<file path="src/rtl/alu_cmd_seq.sv">
`default_nettype none
// ============================================================================
// Module      : alu_cmd_seq
// Description : Command FIFO feeding a multi-cycle ALU. Each queued command
//               is sequenced through LOAD (alu_rst+alu_bgn), START (alu_bgn),
//               and RUN (RUN_CYCLES cycles); the ALU results are then
//               captured and held on a valid/ready result port.
//               Optional macro ALU_SEQ_OPCHK_EN: opcodes above 4'b0110 skip
//               the ALU and return an error result (res_flags = 3'b100).
// Revision    : 1.0 - initial release
// ============================================================================
module alu_cmd_seq #(
  parameter int DEPTH      = 4,
  parameter int RUN_CYCLES = 100
) (
  input  logic        clk,
  input  logic        rst,
  input  logic        cmd_valid,
  output logic        cmd_ready,
  input  logic [28:0] cmd_word,
  input  logic [15:0] cmd_b,
  output logic        alu_rst,
  output logic        alu_bgn,
  output logic [3:0]  alu_control,
  output logic [15:0] alu_nr1,
  output logic [15:0] alu_nr2,
  output logic [3:0]  alu_pos,
  output logic        alu_sh,
  input  logic [31:0] alu_outbus,
  input  logic [31:0] alu_neg,
  input  logic        alu_carry,
  input  logic        alu_borrow,
  output logic        res_valid,
  input  logic        res_ready,
  output logic [31:0] res_data,
  output logic [31:0] res_neg,
  output logic [2:0]  res_flags
);

  localparam int AW = (DEPTH > 1) ? $clog2(DEPTH) : 1;
  localparam int CW = (RUN_CYCLES > 1) ? $clog2(RUN_CYCLES) : 1;
  // FIFO entry: {op[3:0], pos[3:0], sh, a[15:0], b[15:0]}
  localparam int EW = 41;

  localparam logic [2:0] S_IDLE  = 3'd0;
  localparam logic [2:0] S_LOAD  = 3'd1;
  localparam logic [2:0] S_START = 3'd2;
  localparam logic [2:0] S_RUN   = 3'd3;
  localparam logic [2:0] S_HOLD  = 3'd4;

  logic [EW-1:0] fifo_q [DEPTH];
  logic [AW-1:0] wr_ptr_q;
  logic [AW-1:0] rd_ptr_q;
  logic [AW:0]   count_q;
  logic          full;
  logic          empty;
  logic          push;
  logic          pop;
  logic [EW-1:0] head;
  logic          op_err;

  logic [2:0]    state_q;
  logic [2:0]    state_d;
  logic [CW-1:0] cnt_q;
  logic [3:0]    op_q;
  logic [3:0]    pos_q;
  logic          sh_q;
  logic [15:0]   a_q;
  logic [15:0]   b_q;
  logic          res_valid_q;
  logic [31:0]   res_data_q;
  logic [31:0]   res_neg_q;
  logic [2:0]    res_flags_q;

  // cmd_word[3:0] carries no field; b arrives on cmd_b
  logic unused_cmd_bits;
  assign unused_cmd_bits = ^cmd_word[3:0];

  assign full      = (count_q == (AW+1)'(DEPTH));
  assign empty     = (count_q == '0);
  assign cmd_ready = !full;
  assign push      = cmd_valid && cmd_ready;
  assign pop       = (state_q == S_IDLE) && !empty;
  assign head      = fifo_q[rd_ptr_q];

`ifdef ALU_SEQ_OPCHK_EN
  assign op_err = (head[40:37] > 4'b0110);
`else
  assign op_err = 1'b0;
`endif

  // FIFO storage: payload only, occupancy is tracked separately
  always_ff @(posedge clk) begin
    if (push) begin
      fifo_q[wr_ptr_q] <= {cmd_word[28:4], cmd_b};
    end
  end

  // FIFO pointers and occupancy; reset discards everything queued
  always_ff @(posedge clk or negedge rst) begin
    if (!rst) begin
      wr_ptr_q <= '0;
      rd_ptr_q <= '0;
      count_q  <= '0;
    end else begin
      if (push) wr_ptr_q <= wr_ptr_q + AW'(1);
      if (pop)  rd_ptr_q <= rd_ptr_q + AW'(1);
      case ({push, pop})
        2'b10:   count_q <= count_q + (AW+1)'(1);
        2'b01:   count_q <= count_q - (AW+1)'(1);
        default: count_q <= count_q;
      endcase
    end
  end

  // Next-state logic for the command sequencer
  always_comb begin
    state_d = state_q;
    case (state_q)
      S_IDLE:  if (!empty) state_d = op_err ? S_HOLD : S_LOAD;
      S_LOAD:  state_d = S_START;
      S_START: state_d = S_RUN;
      S_RUN:   if (cnt_q == '0) state_d = S_HOLD;
      S_HOLD:  if (res_valid_q && res_ready) state_d = S_IDLE;
      default: state_d = S_IDLE;
    endcase
  end

  // Sequencer state, run counter, operand latch and result capture
  always_ff @(posedge clk or negedge rst) begin
    if (!rst) begin
      state_q     <= S_IDLE;
      cnt_q       <= '0;
      op_q        <= '0;
      pos_q       <= '0;
      sh_q        <= 1'b0;
      a_q         <= '0;
      b_q         <= '0;
      res_valid_q <= 1'b0;
      res_data_q  <= '0;
      res_neg_q   <= '0;
      res_flags_q <= '0;
    end else begin
      state_q <= state_d;
      // Operands only change on a pop, so they hold from LOAD through RUN
      if (pop) begin
        op_q  <= head[40:37];
        pos_q <= head[36:33];
        sh_q  <= head[32];
        a_q   <= head[31:16];
        b_q   <= head[15:0];
      end
      if (pop && op_err) begin
        res_data_q  <= '0;
        res_neg_q   <= '0;
        res_flags_q <= 3'b100;
      end
      case (state_q)
        S_START: cnt_q <= CW'(RUN_CYCLES - 1);
        S_RUN: begin
          if (cnt_q == '0) begin
            res_data_q  <= alu_outbus;
            res_neg_q   <= alu_neg;
            res_flags_q <= {1'b0, alu_borrow, alu_carry};
            res_valid_q <= 1'b1;
          end else begin
            cnt_q <= cnt_q - CW'(1);
          end
        end
        S_HOLD: begin
          // The error path enters HOLD with valid low; raise it one edge later
          if (!res_valid_q)   res_valid_q <= 1'b1;
          else if (res_ready) res_valid_q <= 1'b0;
        end
        default: ;
      endcase
    end
  end

  assign alu_rst     = (state_q == S_LOAD);
  assign alu_bgn     = (state_q == S_LOAD) || (state_q == S_START);
  assign alu_control = op_q;
  assign alu_nr1     = a_q;
  assign alu_nr2     = b_q;
  assign alu_pos     = pos_q;
  assign alu_sh      = sh_q;
  assign res_valid   = res_valid_q;
  assign res_data    = res_data_q;
  assign res_neg     = res_neg_q;
  assign res_flags   = res_flags_q;

endmodule
`default_nettype wire

</file>
<file path="config.mk">
export PLATFORM = sky130hd
export DESIGN_NAME = alu_cmd_seq
export DESIGN_NICKNAME = d
export VERILOG_FILES = /design/src/rtl/alu_cmd_seq.sv
export SDC_FILE = /design/constraint.sdc
export NUM_CORES = 1
export LEC_CHECK = 0
export ABC_AREA = 1
export CAP_MARGIN = 20
export CORE_UTILIZATION = 40
export DETAILED_ROUTE_END_ITERATION = 10
export PLACE_DENSITY = 0.77
export SLEW_MARGIN = 10
export SYNTH_ARGS = -nofsm -noshare
export SYNTH_HDL_FRONTEND = slang
export SYNTH_SLANG_ARGS = --single-unit
</file>
<file path="constraint.sdc">
create_clock -name clk -period 2.9 [get_ports clk]
set_input_delay 0.435 -clock clk [delete_from_list [all_inputs] [get_ports clk]]
set_output_delay 0.435 -clock clk [all_outputs]
set_load 0.02 [all_outputs]
</file>
==> results_tabular.tex, run 1 <==
\begin{tabular}{lr}
\hline
Metric & Value \\
\hline
\multicolumn{2}{l}{\textbf{Run status}} \\
\quad Result of the run & complete, no violations \\
\multicolumn{2}{l}{\textbf{Final layout}} \\
\quad Area growth from synthesis to final layout & 32.9\% \\
\quad Fill cell total of the finished layout & 2,346 \\
\quad Number of nets in the finished design & 1,383 \\
\quad Flip-flop and latch area & 8050 µm² \\
\quad Post-route cell area & 15,000 µm² \\
\quad Share of post-route cells with drive strength above 1 & 0.0654 \\
\quad Multi-input combinational cell area & 2880 µm² \\
\quad Final antenna diode count & 0 \\
\multicolumn{2}{l}{\textbf{GRT}} \\
\quad Overall Global Routing Usage & 0.179 \\
\quad Largest net degree at the start of global routing & 84 \\
\quad Most congested layer reported by global routing & met2 \\
\quad Global routing met1 resource utilization & 0.216 \\
\quad Overflow left after global routing & 0 \\
\quad Global routing usage on met3 & 0.0476 \\
\quad Via count of the first global-routing pass & 7,737 \\
\quad Global-route wire length before repair & 40,200 µm \\
\quad Routing usage on met2 & 0.316 \\
\quad Number of antenna violations at the first check in global routing & 0 \\
\multicolumn{2}{l}{\textbf{Place}} \\
\quad Hpwl dp & 15,900 µm \\
\quad DP Area & 13,900 µm² \\
\quad Weighted congestion at the end of routability-driven global placement & 0.766 \\
\quad Worst setup timing slack at the placement stage & 769 ps \\
\quad Port buffer count & 221 \\
\multicolumn{2}{l}{\textbf{Floorplanning}} \\
\quad Height of the chip & 170 µm \\
\quad Starting utilization of the core area & 0.406 \\
\quad Standard-cell rows & 61 \\
\quad Boundary Pins & 227 \\
\quad Core Region & 27,700 µm² \\
\quad Floorplan die width & 170 µm \\
\quad Die Footprint & 28,800 µm² \\
\multicolumn{2}{l}{\textbf{Timing}} \\
\quad Number of failing setup endpoints in the final timing report & 0 \\
\quad Fin crit period & 2530 ps \\
\quad Achievable Freq & 396 MHz \\
\quad Worst rel slew slack & 0.394 \\
\quad Final Cycle Share & 0.871 \\
\quad Number of failing hold endpoints at the final stage & 0 \\
\quad Pins over their slew limit & 0 \\
\quad Setup slack after layout & 375 ps \\
\quad Actual transition at the worst max-transition pin & 908 ps \\
\quad Clock tree skew after final layout & 23.7 ps \\
\quad RSZ-0062 raised after global routing & no \\
\multicolumn{2}{l}{\textbf{Critical path}} \\
\quad Worst reg2reg path endpoint & res\_data[15]\$\_DFFE\_PN0P\_ \\
\quad Reg2reg path depth & 9 \\
\quad Start-to-end type of the worst setup path & flop to primary output \\
\quad Critical register-to-register path startpoint & cnt\_q[0]\$\_DFFE\_PN0P\_ \\
\quad Flop-to-flop setup slack & 730 ps \\
\quad Setup crit start kind & flop \\
\quad Data required time of the critical path & 2470 ps \\
\quad Endpoint type of the worst setup path & primary output \\
\quad Max FO, Critical Path & 4 \\
\quad Signal arrival time at the worst endpoint & 2090 ps \\
\multicolumn{2}{l}{\textbf{Logic synthesis}} \\
\quad Top cells by area, synth & sky130\_fd\_sc\_hd\_\_edfxtp\_1, sky130\_fd\_sc\_hd\_\_dfrtp\_1, sky130\_fd\_sc\_hd\_\_nand2\_1, sky130\_fd\_sc\_hd\_\_o21ai\_0, sky130\_fd\_sc\_hd\_\_nor2\_1 \\
\quad Dominant cell type by area after synthesis & sky130\_fd\_sc\_hd\_\_edfxtp\_1 \\
\quad Main combinational cell family by area after synthesis & simple AND/OR/NAND/NOR gates \\
\quad Multiplexer share of the synthesized area & 0 \\
\quad Number of synthesized flops with an enable pin & 164 \\
\quad Post-synthesis sequential element count & 289 \\
\quad Netlist Area Pre-Place & 11,300 µm² \\
\quad Async set-reset flop share out of synthesis & 0.433 \\
\quad Share of synthesized cell area in full adder, half adder and majority cells & 0.00956 \\
\quad Distinct cell type count after synthesis & 26 \\
\quad Simple-gate share of the synthesized area & 0.180 \\
\quad Fraction of the mapped netlist area in compound gates & 0.0591 \\
\quad XOR/XNOR share of the synthesized area & 0.00389 \\
\quad Portion of synthesized cell area occupied by the leading cell type & 0.437 \\
\quad Post-Syn Nets & 1,159 \\
\quad Fraction of the yosys area taken by sequential cells & 0.715 \\
\quad Cell count after synthesis & 1,036 \\
\quad Average footprint of a synthesized cell & 10.9 µm² \\
\quad Total of warnings raised by yosys & 0 \\
\quad Most instantiated flip-flop cell in the synthesis netlist & sky130\_fd\_sc\_hd\_\_edfxtp\_1 \\
\multicolumn{2}{l}{\textbf{Clock tree}} \\
\quad Root cell of the clock tree & sky130\_fd\_sc\_hd\_\_clkbuf\_16 \\
\quad Maximum level of the CTS H-tree & 1 \\
\quad Cells resized by post-CTS repair & 0 \\
\quad TritonCTS clock tree & yes \\
\quad Clock transition at the registers of the reported paths & 60 ps \\
\quad Num Clock Sinks & 289 \\
\quad Total clock buffers created by CTS & 30 \\
\quad Max Root-Sink Buffers & 3 \\
\quad Worst skew pair latency & 550 ps \\
\multicolumn{2}{l}{\textbf{Routing}} \\
\quad Overall routed net length & 25,600 µm \\
\quad DRC violation total after the first TritonRoute iteration & 441 \\
\quad 1st-pass router iterations & 5 \\
\quad Number of remaining DRC errors & 0 \\
\quad Antenna Violating Nets Remaining & 0 \\
\quad Average wire per cell in the routed design & 15.4 µm \\
\quad Average via count per standard cell & 4.77 \\
\quad Routed via count & 7,924 \\
\multicolumn{2}{l}{\textbf{Power}} \\
\quad Largest voltage drop on the vdd net & 589 µV \\
\quad LEAKAGE & 6.09 nW \\
\quad Total power per unit cell area & 1080 nW/µm² \\
\multicolumn{2}{l}{\textbf{Job}} \\
\quad Max cap viols & 0 \\
\multicolumn{2}{l}{\textbf{Hold path}} \\
\quad Hold crit path type & input pin to async pin \\
\hline
\end{tabular}
==> synth_stat cells (6+ instances only) <==
| cell | instances |
|---|---|
| sky130_fd_sc_hd__dfrtp_1 | 125 |
| sky130_fd_sc_hd__inv_1 | 21 |
| sky130_fd_sc_hd__nor2_1 | 142 |
| sky130_fd_sc_hd__nand2_1 | 362 |
| sky130_fd_sc_hd__nand3_1 | 9 |
| sky130_fd_sc_hd__inv_2 | 6 |
| sky130_fd_sc_hd__clkbuf_1 | 24 |
| sky130_fd_sc_hd__buf_6 | 6 |
| sky130_fd_sc_hd__o21ai_0 | 119 |
| sky130_fd_sc_hd__buf_2 | 16 |
| sky130_fd_sc_hd__edfxtp_1 | 164 |
| sky130_fd_sc_hd__ha_1 | 7 |
| sky130_fd_sc_hd__o21ai_1 | 10 |
==> layout make-up <==
| class | instances | area share |
|---|---|---|
| clock buffers | 43 | 0.0582 |
| multi-input cells | 671 | 0.192 |
| clock inverters | 13 | 0.0113 |
| repair buffers | 241 | 0.161 |
| well taps | 378 | 0.0316 |
| inverters | 27 | 0.00677 |
| flip-flops and latches | 289 | 0.538 |
==> repair_timing <==
| action | 4_1_cts | 5_1_grt |
|---|---|---|
| hold buffers | 1 | 0 |
| setup buffers | 0 | 0 |
| hold endpoints to repair | 50 | 0 |
==> cells in the final DEF, fill, tap and decap left out <==
master	n
sky130_fd_sc_hd__fa_1	1
sky130_fd_sc_hd__inv_2	6
sky130_fd_sc_hd__nand2_1	361
sky130_fd_sc_hd__buf_4	15
sky130_fd_sc_hd__dlygate4sd3_1	1
sky130_fd_sc_hd__edfxtp_1	164
sky130_fd_sc_hd__nor3_1	1
sky130_fd_sc_hd__conb_1	1
sky130_fd_sc_hd__o21ai_0	119
sky130_fd_sc_hd__nor2_4	7
sky130_fd_sc_hd__clkbuf_16	31
sky130_fd_sc_hd__clkinvlp_4	2
sky130_fd_sc_hd__xor2_1	4
sky130_fd_sc_hd__clkbuf_1	7
sky130_fd_sc_hd__clkinv_2	2
sky130_fd_sc_hd__nand4_1	3
sky130_fd_sc_hd__a21oi_1	4
sky130_fd_sc_hd__o21ai_1	10
sky130_fd_sc_hd__xnor2_1	1
sky130_fd_sc_hd__nand3_1	9
sky130_fd_sc_hd__inv_1	21
sky130_fd_sc_hd__nand3_2	2
sky130_fd_sc_hd__ha_1	7
sky130_fd_sc_hd__buf_6	1
sky130_fd_sc_hd__nand2_2	2
sky130_fd_sc_hd__clkinv_1	4
sky130_fd_sc_hd__clkbuf_8	5
sky130_fd_sc_hd__nor2_1	138
sky130_fd_sc_hd__bufinv_16	4
sky130_fd_sc_hd__inv_6	1
sky130_fd_sc_hd__dfrtp_2	1
sky130_fd_sc_hd__dfrtp_1	124
sky130_fd_sc_hd__nor2_2	1
sky130_fd_sc_hd__clkdlybuf4s50_1	220
sky130_fd_sc_hd__buf_12	4
==> worst max path at each step <==
stage / cells after the start / slack, ps / to / from
detailed placement: 9 / 770 / res_data[15]$_DFFE_PN0P_ / cnt_q[0]$_DFFE_PN0P_
global placement: 5 / 800 / fifo_q[1][14]$_DFFE_PP_ / cmd_valid
global route: 4 / 220 / alu_bgn / state_q[2]$_DFFE_PN0P_
CTS: 4 / 330 / alu_bgn / state_q[2]$_DFFE_PN0P_
floorplan: 4 / -160 / fifo_q[0][0]$_DFFE_PP_ / count_q[0]$_DFFE_PN0P_
finish: 4 / 370 / alu_bgn / state_q[2]$_DFFE_PN0P_
==> where the power goes <==
part | switching, mW | leakage, nW | internal, mW | total, mW
clock | 1.51 | 0.502 | 2.43 | 3.94
sequential | 0.558 | 2.93 | 5.67 | 6.23
combinational | 3.60 | 2.66 | 2.40 | 5.99
total | 5.67 | 6.09 | 10.5 | 16.2
==> per-layer routing <==
metal,share of wire,routed length [µm]
met5,0,0
met4,0.015,383
met3,0.093,2390
met2,0.49,12600
met1,0.40,10300
==> critical path: stages (launching register included) <==
cell and delay, ps:
sky130_fd_sc_hd__dfrtp_1 420, sky130_fd_sc_hd__inv_2 90, sky130_fd_sc_hd__nand2_1 110, sky130_fd_sc_hd__o21ai_0 250
sky130_fd_sc_hd__clkdlybuf4s50_1 670
==> state kept, by name, summed over array words and instances (netlist names), 2 cells and up <==
| signal | flops |
|---|---|
| alu_nr2 | 16 |
| fifo_q | 164 |
| alu_control | 4 |
| alu_pos | 4 |
| res_flags | 2 |
| res_data | 32 |
| state_q | 3 |
| alu_nr1 | 16 |
| res_neg | 32 |
| wr_ptr_q | 2 |
| cnt_q | 7 |
| count_q | 3 |
| rd_ptr_q | 2 |
==> metrics by stage <==
| stage | cells | hold slack (ps) | utilization | TNS [ps] | power [mW] |
|---|---|---|---|---|---|
| 3_3_place_gp | 1605 | 443 | 0.502 | 0 | 12.2 |
| 5_1_grt | 1662 | 417 | 0.540 | 0 | 17.3 |
| 3_5_place_dp | 1605 | 451 | 0.502 | 0 | 12.4 |
| 4_1_cts | 1662 | 394 | 0.540 | 0 | 16.4 |
| 2_1_floorplan | 1036 | 139 | - | -26420 | 9.71 |
| 6_report | 1662 | 428 | 0.540 | 0 | 16.2 |
==> logic make-up (layout without fill, tap and decap cells) <==
family / Yosys count / in the layout
xor+xnor: 5 / 5
simple gates: 524 / 524
compound gates: 133 / 133
other cells: 1 / 1
flops: 289 / 289
fa+ha+maj: 8 / 8
buf+inv: 76 / 324
(Power assumes the default switching activity.)
==> run 2: changes to the inputs <==
--- a/config.mk
+++ b/config.mk
@@ -7,9 +7,9 @@
 export LEC_CHECK = 0
 export ABC_AREA = 1
 export CAP_MARGIN = 20
-export CORE_UTILIZATION = 40
+export CORE_UTILIZATION = 30
 export DETAILED_ROUTE_END_ITERATION = 10
-export PLACE_DENSITY = 0.77
+export PLACE_DENSITY = 0.63
 export SLEW_MARGIN = 10
 export SYNTH_ARGS = -nofsm -noshare
 export SYNTH_HDL_FRONTEND = slang
==> run 2 against run 1 <==
Against the previous run:
- clock skew fell by 9.5 ps
- hold slack improved by 35 ps
- clock power rose by 22%
- wire length rose by 5.2%
- global-route usage fell by 3.6 points
- non-clock buffer count rose by 2
- critical path type unchanged
- critical endpoint unchanged
- largest cell class unchanged
==> results_tabular.tex, run 2 (same netlist as run 1, synthesis figures left out) <==
\begin{tabular}{lr}
\hline
Metric & Value \\
\hline
\multicolumn{2}{l}{\textbf{Clock tree}} \\
\quad Post-CTS Setup Repair Bufs & 0 (unchanged) \\
\quad Total of hold buffers inserted after clock tree synthesis & 1 (unchanged) \\
\quad Total clock buffers created by CTS & 34 (+13\%) \\
\quad Root cell of the clock tree & sky130\_fd\_sc\_hd\_\_clkbuf\_16 \\
\quad Max Root-Sink Buffers & 3 (unchanged) \\
\quad Clock transition at the registers of the reported paths & 50 ps (about the same) \\
\quad Num Clock Sinks & 289 (unchanged) \\
\quad Cells resized by post-CTS repair & 0 (unchanged) \\
\quad Worst skew pair latency & 520 ps (-30 ps) \\
\quad Maximum level of the CTS H-tree & 2 (+1) \\
\quad TritonCTS clock tree & yes \\
\multicolumn{2}{l}{\textbf{Place}} \\
\quad Total placed cells including tap cells & 1,697 (+5.7\%) \\
\quad Worst setup timing slack at the placement stage & 718 ps (-50.8 ps) \\
\quad Port buffer count & 221 (unchanged) \\
\quad Hpwl dp & 16,600 µm (+4.1\%) \\
\quad Weighted congestion at the end of routability-driven global placement & 0.763 (-0.40\%) \\
\multicolumn{2}{l}{\textbf{Final layout}} \\
\quad Number of flip-flops in the largest register & 164 (unchanged) \\
\quad Most frequent cells in the layout & sky130\_fd\_sc\_hd\_\_nand2\_1, sky130\_fd\_sc\_hd\_\_clkdlybuf4s50\_1, sky130\_fd\_sc\_hd\_\_edfxtp\_1, sky130\_fd\_sc\_hd\_\_nor2\_1, sky130\_fd\_sc\_hd\_\_dfrtp\_1 \\
\quad Final design utilization & 0.419 (-0.121) \\
\quad Number of nets in the finished design & 1,389 (+0.43\%) \\
\quad Largest reg by FF count & fifo\_q \\
\quad Share of post-route cells with drive strength above 1 & 0.0759 (+0.0105) \\
\quad Area growth from synthesis to final layout & 37.0\% \\
\quad Non-filler cells, final & 1,761 (+6.0\%) \\
\quad Fill cell total of the finished layout & 3,456 (+47\%) \\
\quad Most common cell after layout, fill and taps aside & sky130\_fd\_sc\_hd\_\_nand2\_1 \\
\multicolumn{2}{l}{\textbf{Critical path}} \\
\quad Sequence of cells on the critical path & inv\_2 > nand2\_1 > o21ai\_0 > clkdlybuf4s50\_1 \\
\quad Setup crit start kind & flop \\
\quad Start-to-end type of the worst setup path & flop to primary output \\
\quad Max stage delay on crit path & 690 ps (+20 ps) \\
\quad Max FO, Critical Path & 4 (unchanged) \\
\quad Endpoint type of the worst setup path & primary output \\
\quad Reg2reg path depth & 9 (unchanged) \\
\quad Signal arrival time at the worst endpoint & 2080 ps (about the same) \\
\quad Cell type of the slowest stage on the worst timing path & sky130\_fd\_sc\_hd\_\_clkdlybuf4s50\_1 \\
\quad Data required time of the critical path & 2470 ps (about the same) \\
\multicolumn{2}{l}{\textbf{Floorplanning}} \\
\quad Height of the chip & 196 µm (+15\%) \\
\quad Boundary Pins & 227 (unchanged) \\
\quad Core Region & 36,800 µm² (+33\%) \\
\quad Standard-cell rows & 70 (+15\%) \\
\quad Die Footprint & 38,300 µm² (+33\%) \\
\quad Starting utilization of the core area & 0.306 (-0.100) \\
\quad Floorplan die width & 196 µm (+15\%) \\
\multicolumn{2}{l}{\textbf{Hold path}} \\
\quad Hold crit path type & input pin to flop \\
\quad Cell depth of the worst hold path & 3 \\
\multicolumn{2}{l}{\textbf{Routing}} \\
\quad DRC violation total after the first TritonRoute iteration & 271 (-39\%) \\
\quad 1st-pass router iterations & 5 (unchanged) \\
\quad Average via count per standard cell & 4.46 (-6.4\%) \\
\quad Overall routed net length & 27,000 µm (+5.2\%) \\
\quad Number of remaining DRC errors & 0 (unchanged) \\
\quad Antenna Violating Nets Remaining & 0 (unchanged) \\
\quad Routed via count & 7,859 (-0.82\%) \\
\quad Average wire per cell in the routed design & 15.3 µm (-0.67\%) \\
\multicolumn{2}{l}{\textbf{GRT}} \\
\quad Global-route wire length before repair & 42,500 µm (+5.8\%) \\
\quad Via count of the first global-routing pass & 7,869 (+1.7\%) \\
\quad Largest net degree at the start of global routing & 67 (-20\%) \\
\quad Global routing met1 resource utilization & 0.173 (-0.0430) \\
\quad Routing usage on met2 & 0.244 (-0.0716) \\
\quad Global routing usage on met3 & 0.0413 (-0.00632) \\
\quad Overall Global Routing Usage & 0.142 (-0.0364) \\
\quad Overflow left after global routing & 0 (unchanged) \\
\quad Most congested layer reported by global routing & met2 \\
\quad Number of antenna violations at the first check in global routing & 1 (+1) \\
\multicolumn{2}{l}{\textbf{Timing}} \\
\quad Achievable Freq & 398 MHz (+0.54\%) \\
\quad Setup slack after layout & 388 ps (+13.6 ps) \\
\quad Actual transition at the worst max-transition pin & 698 ps (-211 ps) \\
\quad Number of failing hold endpoints at the final stage & 0 (unchanged) \\
\quad Fin crit period & 2510 ps (-13.6 ps) \\
\quad Setup TNS Final & 0 ps (unchanged) \\
\quad Pins over their slew limit & 0 (unchanged) \\
\quad Worst rel slew slack & 0.535 (+0.141) \\
\quad RSZ-0062 raised after global routing & no \\
\quad Final Cycle Share & 0.866 (-0.00470) \\
\quad Clock tree skew after final layout & 14.2 ps (-9.52 ps) \\
\quad Number of failing setup endpoints in the final timing report & 0 (unchanged) \\
\multicolumn{2}{l}{\textbf{Power}} \\
\quad Largest voltage drop on the vdd net & 572 µV (-2.9\%) \\
\quad LEAKAGE & 6.23 nW (+2.5\%) \\
\quad Total power per unit cell area & 1110 nW/µm² (+2.6\%) \\
\multicolumn{2}{l}{\textbf{Job}} \\
\quad Max cap viols & 0 (unchanged) \\
\multicolumn{2}{l}{\textbf{Run status}} \\
\quad Result of the run & complete, no violations \\
\hline
\end{tabular}
-- run 2: layer usage --
| metal | up-vias | wire length (µm) | part of all wire |
|---|---|---|---|
| met5 | - | 0 | 0 |
| met4 | 0 | 558 | 0.021 |
| met3 | 41 | 2180 | 0.081 |
| met2 | 270 | 12600 | 0.47 |
| met1 | 3682 | 11600 | 0.43 |
| li1 | 3866 | - | - |
-- run 2: cell type report --
class                      instances  area (µm²)  area share
antenna                            2        5.00    0.000325
clock buffer                      46         987      0.0640
clock inverter                    15         312      0.0202
inverter                          27         101     0.00657
multi-input combinational        671        2880       0.187
sequential                       289        8060       0.522
tap                              468         586      0.0380
timing repair buffer             243        2490       0.162
-- run 2: through the flow --
stage,power [mW],area (µm²),hold slack (ps)
6_report,17.1,15400,462
2_1_floorplan,9.71,11300,139
3_5_place_dp,12.5,14100,457
4_1_cts,17.4,15400,436
3_3_place_gp,12.3,14100,452
5_1_grt,18.2,15400,450
-- run 2: report_power, final --
group | internal, mW | total (mW) | leakage [nW] | switching [mW]
sequential | 5.68 | 6.27 | 2.93 | 0.599
clock | 3.12 | 4.81 | 0.631 | 1.68
combinational | 2.44 | 6.02 | 2.68 | 3.58
-- run 2: critical path: cells and delay by family, from the launching register on --
| kind | cells | cell delay [ps] |
|---|---|---|
| DFF | 1 | 430 |
| buffers and inverters | 2 | 790 |
| and+or+nand+nor | 1 | 110 |
| AOI/OAI and AO/OA | 1 | 240 |
-- run 2: worst paths after layout --
kind / from / endpoint / slack [ps]
max: state_q[2]$_DFFE_PN0P_ / alu_bgn / 390
min: alu_outbus[6] / res_data[6]$_DFFE_PN0P_ / 460
max reg2reg: cnt_q[0]$_DFFE_PN0P_ / cnt_q[5]$_DFFE_PN0P_ / 780
min reg2reg: res_data[13]$_DFFE_PN0P_ / res_data[13]$_DFFE_PN0P_ / 460
max in group asynchronous: rst / alu_nr2[8]$_DFFE_PN0P_ / 1680
min in group asynchronous: rst / res_neg[22]$_DFFE_PN0P_ / 490
==> run 3: changes to the inputs <==
--- a/config.mk
+++ b/config.mk
@@ -8,6 +8,7 @@
 export ABC_AREA = 1
 export CAP_MARGIN = 20
 export CORE_UTILIZATION = 30
+export CTS_CLUSTER_DIAMETER = 40
 export DETAILED_ROUTE_END_ITERATION = 10
 export PLACE_DENSITY = 0.63
 export SLEW_MARGIN = 10
==> run 3 against run 2 <==
Against the previous run:
- critical path depth unchanged
- total power increased by 1.6%
- sequential share of layout area down 0.40 points
- clock skew decreased by 1.7 ps
- fmax decreased by 0.92%
- global-route usage is 0.12 points higher
- critical path type unchanged
==> results_tabular.tex, run 3 (same netlist as run 1, synthesis figures left out) <==
\begin{tabular}{lr}
\hline
Metric & Value \\
\hline
\multicolumn{2}{l}{\textbf{Critical path}} \\
\quad Crit path launch & state\_q[2]\$\_DFFE\_PN0P\_ \\
\quad Start-to-end type of the worst setup path & flop to primary output \\
\quad WP depth & 4 (unchanged) \\
\quad Flop-to-flop setup slack & 760 ps (-20 ps) \\
\quad Data required time of the critical path & 2470 ps (about the same) \\
\quad Cell type of the slowest stage on the worst timing path & sky130\_fd\_sc\_hd\_\_clkdlybuf4s50\_1 \\
\quad Critical Path End & alu\_bgn \\
\quad Signal arrival time at the worst endpoint & 2100 ps (+20 ps) \\
\quad Max FO, Critical Path & 4 (unchanged) \\
\quad Largest delay contributor family on the critical path & buffers and inverters \\
\quad Critical register-to-register path startpoint & cnt\_q[0]\$\_DFFE\_PN0P\_ \\
\quad Sequence of cells on the critical path & inv\_2 > nand2\_1 > o21ai\_0 > clkdlybuf4s50\_1 \\
\quad Max stage delay on crit path & 690 ps (about the same) \\
\quad Endpoint type of the worst setup path & primary output \\
\quad Count of buffering cells on the critical path with inverters included & 2 (unchanged) \\
\quad Setup crit start kind & flop \\
\quad Reg2reg path depth & 9 (unchanged) \\
\quad Worst reg2reg path endpoint & cnt\_q[5]\$\_DFFE\_PN0P\_ \\
\multicolumn{2}{l}{\textbf{Final layout}} \\
\quad Number of flip-flops in the largest register & 164 (unchanged) \\
\quad Area growth from synthesis to final layout & 38.0\% \\
\quad Flip-flop and latch area & 8060 µm² (unchanged) \\
\quad Number of nets in the finished design & 1,396 (+0.50\%) \\
\quad Share of post-route cells with drive strength above 1 & 0.0821 (+0.00621) \\
\quad Final design utilization & 0.422 (+0.00323) \\
\quad Multi-input combinational cell area & 2880 µm² (unchanged) \\
\quad Post-route cell area & 15,500 µm² (+0.77\%) \\
\quad Most common cell after layout, fill and taps aside & sky130\_fd\_sc\_hd\_\_nand2\_1 \\
\quad Largest reg by FF count & fifo\_q \\
\quad Most frequent cells in the layout & sky130\_fd\_sc\_hd\_\_nand2\_1, sky130\_fd\_sc\_hd\_\_clkdlybuf4s50\_1, sky130\_fd\_sc\_hd\_\_edfxtp\_1, sky130\_fd\_sc\_hd\_\_nor2\_1, sky130\_fd\_sc\_hd\_\_dfrtp\_1 \\
\quad Fill cell total of the finished layout & 3,436 (-0.58\%) \\
\multicolumn{2}{l}{\textbf{Timing}} \\
\quad Clock tree skew after final layout & 12.5 ps (-1.73 ps) \\
\quad Setup slack after layout & 365 ps (-23.4 ps) \\
\quad Number of failing setup endpoints in the final timing report & 0 (unchanged) \\
\quad Post-Route Hold Slack & 445 ps (-17.9 ps) \\
\quad Actual transition at the worst max-transition pin & 698 ps (+0.165 ps) \\
\quad Number of failing hold endpoints at the final stage & 0 (unchanged) \\
\quad Fin crit period & 2540 ps (+23.4 ps) \\
\quad Achievable Freq & 394 MHz (-0.92\%) \\
\quad RSZ-0062 raised after global routing & no \\
\quad Worst rel slew slack & 0.535 (about the same) \\
\quad Setup TNS Final & 0 ps (unchanged) \\
\quad Final Cycle Share & 0.874 (+0.00806) \\
\quad Pins over their slew limit & 0 (unchanged) \\
\multicolumn{2}{l}{\textbf{Clock tree}} \\
\quad Post-CTS Setup Repair Bufs & 0 (unchanged) \\
\quad Root cell of the clock tree & sky130\_fd\_sc\_hd\_\_clkbuf\_16 \\
\quad Worst skew pair latency & 530 ps (about the same) \\
\quad Total clock buffers created by CTS & 41 (+21\%) \\
\quad Clock transition at the registers of the reported paths & 60 ps (about the same) \\
\quad Max Root-Sink Buffers & 3 (unchanged) \\
\quad Maximum level of the CTS H-tree & 2 (unchanged) \\
\quad TritonCTS clock tree & yes \\
\quad Num Clock Sinks & 289 (unchanged) \\
\multicolumn{2}{l}{\textbf{Floorplanning}} \\
\quad Floorplan die width & 196 µm (unchanged) \\
\quad Die Footprint & 38,300 µm² (unchanged) \\
\quad Standard-cell rows & 70 (unchanged) \\
\quad Starting utilization of the core area & 0.306 (unchanged) \\
\quad Core Region & 36,800 µm² (unchanged) \\
\quad Height of the chip & 196 µm (unchanged) \\
\quad Boundary Pins & 227 (unchanged) \\
\multicolumn{2}{l}{\textbf{Run status}} \\
\quad Result of the run & complete, no violations \\
\multicolumn{2}{l}{\textbf{Routing}} \\
\quad Antenna Violating Nets Remaining & 0 (unchanged) \\
\quad Routed via count & 7,886 (+0.34\%) \\
\quad DRC violation total after the first TritonRoute iteration & 288 (+6.3\%) \\
\quad Overall routed net length & 27,200 µm (+0.83\%) \\
\quad Number of remaining DRC errors & 0 (unchanged) \\
\quad Average wire per cell in the routed design & 15.3 µm (+0.14\%) \\
\quad Average via count per standard cell & 4.45 (-0.34\%) \\
\quad 1st-pass router iterations & 4 (-1) \\
\multicolumn{2}{l}{\textbf{Place}} \\
\quad Weighted congestion at the end of routability-driven global placement & 0.763 (unchanged) \\
\quad DP Area & 14,100 µm² (unchanged) \\
\quad Hpwl dp & 16,600 µm (unchanged) \\
\quad Worst setup timing slack at the placement stage & 718 ps (unchanged) \\
\quad Port buffer count & 221 (unchanged) \\
\multicolumn{2}{l}{\textbf{Power}} \\
\quad LEAKAGE & 6.29 nW (+0.85\%) \\
\quad Largest voltage drop on the vdd net & 570 µV (-0.31\%) \\
\quad Total power per unit cell area & 1120 nW/µm² (+0.81\%) \\
\multicolumn{2}{l}{\textbf{Hold path}} \\
\quad Hold crit path type & input pin to flop \\
\multicolumn{2}{l}{\textbf{GRT}} \\
\quad Number of antenna violations at the first check in global routing & 1 (unchanged) \\
\quad Global-route wire length before repair & 42,600 µm (+0.37\%) \\
\quad Overflow left after global routing & 0 (unchanged) \\
\quad Via count of the first global-routing pass & 7,939 (+0.89\%) \\
\quad Overall Global Routing Usage & 0.143 (+0.00118) \\
\quad Largest net degree at the start of global routing & 67 (unchanged) \\
\multicolumn{2}{l}{\textbf{Job}} \\
\quad Max cap viols & 0 (unchanged) \\
\hline
\end{tabular}
==> run 3: changes by cell type in the layout (fill, tap and decap cells not counted), sizes merged <==
cell and change:
clkinvlp +3, bufinv -3, clkinv +3, inv +3, clkbuf +6
==> run 3: report_power, final <==
part | switching [mW] | internal, mW | total [mW]
sequential | 0.601 | 5.68 | 6.28
clock | 1.80 | 3.27 | 5.07
combinational | 3.58 | 2.44 | 6.02
total | 5.98 | 11.4 | 17.4
==> run 3: metrics by stage <==
stage / power [mW] / std cells
3_5_place_dp: 12.5 / 1697
3_3_place_gp: 12.3 / 1697
2_1_floorplan: 9.71 / 1036
6_report: 17.4 / 1773
4_1_cts: 17.6 / 1771
5_1_grt: 18.5 / 1771
==> run 3: worst min-delay path, cell delays in order <==
cell,delay (ps)
sky130_fd_sc_hd__clkdlybuf4s50_1,390
sky130_fd_sc_hd__nand2_1,60
sky130_fd_sc_hd__nand2_1,50
==> run 3: repair_timing <==
item,in CTS,in global routing
hold buffers,1,0
hold endpoints to repair,57,0
gates resized for setup,0,0
==> run 3: area by class of cell <==
type | count | area share
Antenna cell | 2 | 0.000322
Clock buffer | 52 | 0.0740
Clock inverter | 21 | 0.0172
Inverter | 27 | 0.00652
Multi-Input combinational cell | 671 | 0.185
Sequential cell | 289 | 0.518
Tap cell | 468 | 0.0377
Timing Repair Buffer | 243 | 0.160
==> run 3: layer usage <==
metal	GRT usage	wire length, µm	vias to the layer above
met5	0	0	-
met4	0.0550	655	0
met3	0.0421	2220	39
met2	0.246	12800	256
met1	0.170	11600	3705
li1	-	-	3886
==> run 3: worst min path at each step <==
| stage | from | endpoint | cells past startpoint |
|---|---|---|---|
| floorplan | rst | alu_control[0]$_DFFE_PN0P_ | 0 |
| global placement | res_neg[7]$_DFFE_PN0P_ | res_neg[7]$_DFFE_PN0P_ | 2 |
| detailed placement | res_neg[13]$_DFFE_PN0P_ | res_neg[13]$_DFFE_PN0P_ | 2 |
| CTS | alu_neg[24] | res_neg[24]$_DFFE_PN0P_ | 3 |
| global route | alu_neg[24] | res_neg[24]$_DFFE_PN0P_ | 3 |
| finish | alu_neg[24] | res_neg[24]$_DFFE_PN0P_ | 3 |
